$ cat src/rtl/rf_wb_arbiter.sv
// rtl/rf_wb_arbiter.sv - round-robin writeback arbiter and busy scoreboard for the register file
// Optional saturating A/B conflict counter under `RF_WB_CONFLICT_CNT_EN.
module rf_wb_arbiter #(
  parameter int ADDR_W      = 5,
  parameter int DATA_W      = 32,
  parameter int NUM_REGS    = 32,
  parameter int ZERO_REG_RO = 1
) (
  input  logic                clk,
  input  logic                rst_n,
  input  logic                a_valid,
  output logic                a_ready,
  input  logic [ADDR_W-1:0]   a_addr,
  input  logic [DATA_W-1:0]   a_data,
  input  logic                b_valid,
  output logic                b_ready,
  input  logic [ADDR_W-1:0]   b_addr,
  input  logic [DATA_W-1:0]   b_data,
  input  logic                rsv_valid,
  input  logic [ADDR_W-1:0]   rsv_addr,
  input  logic [ADDR_W-1:0]   q_rs_addr,
  input  logic [ADDR_W-1:0]   q_rt_addr,
  output logic                hazard,
  output logic [NUM_REGS-1:0] busy_vec,
`ifdef RF_WB_CONFLICT_CNT_EN
  output logic [15:0]         conflict_cnt,
`endif
  output logic                RegWrite,
  output logic [ADDR_W-1:0]   RdAddr,
  output logic [DATA_W-1:0]   RdData
);

  localparam bit ZERO_RO = (ZERO_REG_RO != 0);

  typedef enum logic {GRANT_A = 1'b0, GRANT_B = 1'b1} grant_e;

  grant_e              last_grant_q, last_grant_d;
  logic                reg_write_q, reg_write_d;
  logic [ADDR_W-1:0]   rd_addr_q, rd_addr_d;
  logic [DATA_W-1:0]   rd_data_q, rd_data_d;
  logic [NUM_REGS-1:0] busy_q, busy_d;
  logic                hs;
  logic                drop;
  logic [ADDR_W-1:0]   win_addr;
  logic [DATA_W-1:0]   win_data;

  always_comb begin
    a_ready = rst_n & a_valid & (~b_valid | (last_grant_q == GRANT_B));
    b_ready = rst_n & b_valid & (~a_valid | (last_grant_q == GRANT_A));
    hs       = a_ready | b_ready;
    win_addr = a_ready ? a_addr : b_addr;
    win_data = a_ready ? a_data : b_data;
    // A zero-register write still completes its handshake but is never issued.
    drop     = ZERO_RO && (win_addr == '0);

    last_grant_d = last_grant_q;
    if (a_ready) begin
      last_grant_d = GRANT_A;
    end else if (b_ready) begin
      last_grant_d = GRANT_B;
    end

    reg_write_d = hs & ~drop;
    rd_addr_d   = reg_write_d ? win_addr : rd_addr_q;
    rd_data_d   = reg_write_d ? win_data : rd_data_q;

    // Clear before set so a same-edge reservation stays outstanding.
    busy_d = busy_q;
    if (hs) begin
      busy_d[win_addr] = 1'b0;
    end
    if (rsv_valid) begin
      busy_d[rsv_addr] = 1'b1;
    end
    if (ZERO_RO) begin
      busy_d[0] = 1'b0;
    end
  end

  always_ff @(posedge clk) begin
    if (!rst_n) begin
      last_grant_q <= GRANT_B;
      reg_write_q  <= 1'b0;
      rd_addr_q    <= '0;
      rd_data_q    <= '0;
      busy_q       <= '0;
    end else begin
      last_grant_q <= last_grant_d;
      reg_write_q  <= reg_write_d;
      rd_addr_q    <= rd_addr_d;
      rd_data_q    <= rd_data_d;
      busy_q       <= busy_d;
    end
  end

  assign hazard   = busy_q[q_rs_addr] | busy_q[q_rt_addr];
  assign busy_vec = busy_q;
  assign RegWrite = reg_write_q;
  assign RdAddr   = rd_addr_q;
  assign RdData   = rd_data_q;

`ifdef RF_WB_CONFLICT_CNT_EN
  logic [15:0] conflict_cnt_q, conflict_cnt_d;

  always_comb begin
    conflict_cnt_d = conflict_cnt_q;
    if (a_valid && b_valid && (conflict_cnt_q != 16'hFFFF)) begin
      conflict_cnt_d = conflict_cnt_q + 16'd1;
    end
  end

  always_ff @(posedge clk) begin
    if (!rst_n) begin
      conflict_cnt_q <= '0;
    end else begin
      conflict_cnt_q <= conflict_cnt_d;
    end
  end

  assign conflict_cnt = conflict_cnt_q;
`endif

endmodule

$ cat config.mk
export PLATFORM = sky130hd
export DESIGN_NAME = rf_wb_arbiter
export DESIGN_NICKNAME = d
export VERILOG_FILES = /design/src/rtl/rf_wb_arbiter.sv
export SDC_FILE = /design/constraint.sdc
export NUM_CORES = 1
export LEC_CHECK = 0
export ABC_CLOCK_PERIOD_IN_PS = 4200
export CORE_UTILIZATION = 45
export CTS_CLUSTER_DIAMETER = 120
export CTS_CLUSTER_SIZE = 25
export DETAILED_ROUTE_END_ITERATION = 7
export PLACE_DENSITY = 0.84
export SYNTH_ARGS = -nofsm -noshare
export SYNTH_HDL_FRONTEND = slang
export SYNTH_SLANG_ARGS = --single-unit
export TNS_END_PERCENT = 100
$ cat constraint.sdc
create_clock -name clk -period 4.2 [get_ports clk]
set_input_delay 0.42 -clock clk [delete_from_list [all_inputs] [get_ports clk]]
set_output_delay 0.42 -clock clk [all_outputs]
set_load 0.1 [all_outputs]
Word-level counts from Yosys, hierarchy flattened. Index checks and enable logic that the tools add are counted.

Bits in registers: 71. Input bits: 94. Logic and storage cells: 46.

$lt $le $gt $ge: 6. Mux-type cells: 14. Bitwise operators: 16. Reductions and logical operators: 4.

Operators by type and width (number): 32-bit two-way mux (3); 32-bit bitwise AND (1); 32-bit NOT (1); 32-bit bitwise OR (1); 5-bit by 6-bit less-than comparator with 1-bit output (second input constant) (4); 1-bit binary-select mux with 5-bit select (2); 1-bit demux with 5-bit select (2); 5-bit by 1-bit greater-or-equal comparator with 1-bit output (second input constant) (2); 1-bit two-way mux (6); 1-bit bitwise AND (5); 5-bit logical NOT (1); 5-bit two-way mux (1); 1-bit NOT (4); 1-bit bitwise OR (4); 1-bit logical AND (2); 2-bit nonzero test (1).

Depth between registers and ports, before layout.
Depth after elaboration: 13. Depth in mapped cells: 8. Mapped depth without buffers: 6.

Worst setup path after synthesis. Ideal clock, no wire load.

Kind: reg2out. Start point: register busy_q[6], in the netlist busy_vec[6]. End point: output port hazard. Arrival time: 3.033 ns. Slack: 0.747 ns. Cell stages (with the launch flop): 6. Path buffers: 0. Cell sequence: dfxtp_1 -> mux4_2 -> nand2_1 -> o21ai_0 -> o21ai_0 -> o211ai_1.

Longest elaborated chain between the ends: 3. Elaborated cells on any way between the ends: 5.

RTL lines: start: declaration (RTL line 41) `logic [NUM_REGS-1:0] busy_q, busy_d;`; start signal: assignment (RTL line 92) `busy_q <= busy_d;`; 1-bit binary-select mux with 5-bit select (RTL line 96) `assign hazard = busy_q[q_rs_addr] | busy_q[q_rt_addr];`; 1-bit two-way mux (not written as such) (RTL line 96); 1-bit bitwise OR (*) (RTL line 96); end: declaration (RTL line 23) `output logic hazard,`.

Mark *: on every way between the ends. The rest lies on a longest branch, timed or not. The select of a mux whose other input is x is not followed.

Final worst setup path.
Start point: input port q_rs_addr[2]. End point: output port hazard.

Longest elaborated chain between the ends: 3.

RTL lines: start: declaration (RTL line 21) `input logic [ADDR_W-1:0] q_rs_addr,`; 1-bit binary-select mux with 5-bit select (RTL line 96); 1-bit two-way mux (not written as such) (RTL line 96); 1-bit bitwise OR (RTL line 96).

No other way between the ends. The select of a mux whose other input is x is not followed.

==> impl_results.md <==
* Outcome: finished clean
* Slew @ Worst Pin at about 1000 ps
* Initial antenna violation count at 0
* Critical path type: in -> out
* Yosys reg bits at 70
* Max Clk Rate at 324.4 MHz
* GR Overflow Total at 0
* I/O Buffers at 165
* Clk_lat worst skew at about 340 ps
* # H-tree levels at 3
* Routed wire length at 12910 µm
* Crit start category: input port
* VDD IR max at 154.5 µV
* Die height at 95.14 µm
* Fill cells at 651
* Most common cell in the netlist: nand2_1
* Post-synth cell types at 46
* Residual DRC at 0
* Hold path cells at 2
* Tot Pwr at between 1.5 and 2 mW
* Antenna diodes at 0
* Yosys warnings at 0
* Final Hold Viols at 0
* Final cell count without fillers at 709
* Longest Clk Path Bufs at 2
* Min-delay worst type: reg -> reg
* Via count at around 4200
* HPWL after DPL at 9502 µm
* Cts hold-fix bufs at 0
* Final ANT Viol Nets at 0
* Synth top area share at 35.90%
* Clock transition at path regs at 70 ps
* Setup WS pre-CTS at 1118 ps
* RePlAce Congestion at 0.9081
* FF-to-FF End: RdData[1]
* Sink Count at 70
* Die width at approximately 95 µm
* Synth top cells by count: nand2_1 (105), dfxtp_1 (70), nand3_1 (36)
* Core area at 8299 µm²
* RSZ-0062 raised after global routing: false
* WP data arrival at 2660 ps
* Top cells by area, synth: dfxtp_1 (36%), nand2_1 (10%), mux4_2 (8.7%)
* Max-slew violations at 0
* Cells after synthesis at between 400 and 500
* Hold endpoint: RdAddr[0]
* CTS tree: done
* Ys flop type: dfxtp_1
* Inst Count DP at 693
* Yosys top cell by area: dfxtp_1
* Worst Skew at 11.23 ps
* Layout cells sized above 1 at a little over a tenth
* First-pass DRT Iterations at 4
* Max_slew headroom at 30.89%
* Worst min-delay path startpoint: RdAddr[0]
* Nets@finish at 693
* Cell area after layout at 5788 µm²
* Placed instance area at 5567 µm²
* Maxcap violations at 0
* Pwr dens at about 340 nW/µm²
* Vias/cell at 5.896
* Register area at 1401 µm²
* Final setup violation count at 0
* FP Rows at 33
* Setup Buffers After CTS at 0
* Root Driver: clkbuf_8
* Fin crit period at 3083 ps
* Worst Path Required at 3780 ps
* Area occupied by multi-input gates at around 2300 µm²
* Pin count of the biggest net entering global routing at 37
* All-layer global routing usage at 28.57%
* Setup slack, reg-to-reg at 1640 ps
* Mean Syn Cell Area at ~8.5 µm²
* Final TNS setup at 0 ps
* Syn-to-layout area delta at 48.27%
* Synth Cell Area at 3904 µm²
* EDFF count, synth at 0
* Global-route wire length before repair at 19830 µm
* IO Count at 167
* R2r startpoint: last_grant_q
* Final period util at 73.40%
* Register area share after synthesis at a little over a third
* Initial Util at 47.04%
* Leak at 2.073 nW
* Crit. End Element: primary output
* Async set-or-reset flop fraction in the synthesized netlist at 0%
* Reg2Reg Depth at 8
* DRT iter0 DRCs at between 200 and 300
* Post-CTS resize count at 0
* DIE AREA at 9052 µm²
* Post-Syn Nets at 551
* CP max FO at 7
* Avg WL per Cell at approximately 18 µm
* CTS Buf Count at 9
* Vias in the first global route at 3964
* Fin worst setup slack at 1117 ps
## layout by cell type, fill, tap and decap left out, drive strengths merged, types with 2 or more instances in the layout
cell           instances
a31oi                  2
a41oi                  6
and2                   2
inv                   14
o22ai                  2
mux2i                  7
nor2                   9
mux4                  15
dfxtp                 70
o21a                   9
nand2                106
and3b                  2
and3                   2
clkbuf                10
nand3                 37
nor3b                  5
clkinv                 3
nand4                  3
buf                   14
a21oi                 25
bufinv                 2
o211ai                 2
mux2                   3
o221a                 32
clkdlybuf4s50        161
nor3                   3
nor2b                  5
o41ai                 23
o21ai                 17
## registers in the layout, indices dropped and copies added, names as in the netlist
register and count:
RdAddr 5, RdData 32, RegWrite 1, busy_vec 31, last_grant_q 1
## power by group
| group | internal (mW) | leakage, nW | switching, mW |
|---|---|---|---|
| Sequential | 0.699 | 0.574 | 0.0225 |
| Combinational | 0.205 | 1.39 | 0.433 |
| Clock | 0.338 | 0.107 | 0.261 |
| Total | 1.24 | 2.07 | 0.716 |
## kinds of logic after synthesis
| family | share of synthesized area, % |
|---|---|
| and+or+nand+nor | 20.87 |
| AOI/OAI and AO/OA | 25.51 |
| DFF | 35.90 |
| buffers and inverters | 6.314 |
| muxes | 11.31 |
| other | 0.09606 |
## final cells by class
class / count / share of cell area, %
well taps: 105 / 2.270
multi-input cells: 329 / 39.17
repair buffers: 175 / 29.62
clock inverters: 6 / 1.621
inverters: 14 / 0.9079
flip-flops and latches: 70 / 24.21
clock buffers: 10 / 2.205
## critical path, cell delays in order
cell and delay (ps):
clkdlybuf4s50_1 690, mux4_2 570, mux4_2 470, o22ai_1 150
o211ai_1 110, buf_4 240
## stage by stage
step	util (%)	hold WS, ps
floorplan	-	490.8
global placement	67.07	449.1
detailed placement	67.07	453.2
CTS	69.74	462.1
global route	69.74	478.2
finish	69.74	459.5
## metal layers
metal / up-vias / track usage (%) / wire length [µm]
met2: 207 / 48.87 / 6145
met3: 23 / 4.785 / 1169
met4: 0 / 10.35 / 256
met5: - / 0 / 0
met1: 1958 / 35.99 / 5335
li1: 1992 / - / -
## worst max-delay path by stage
stage / startpoint / endpoint / cells after the start
after floorplan: busy_vec[6] / hazard / 5
after global placement: q_rs_addr[2] / hazard / 6
after detailed placement: rst_n / busy_vec[21] / 6
after CTS: q_rs_addr[2] / hazard / 6
after global routing: q_rs_addr[2] / hazard / 6
final: q_rs_addr[2] / hazard / 6
Note: power is estimated with default switching activity, not from simulation.
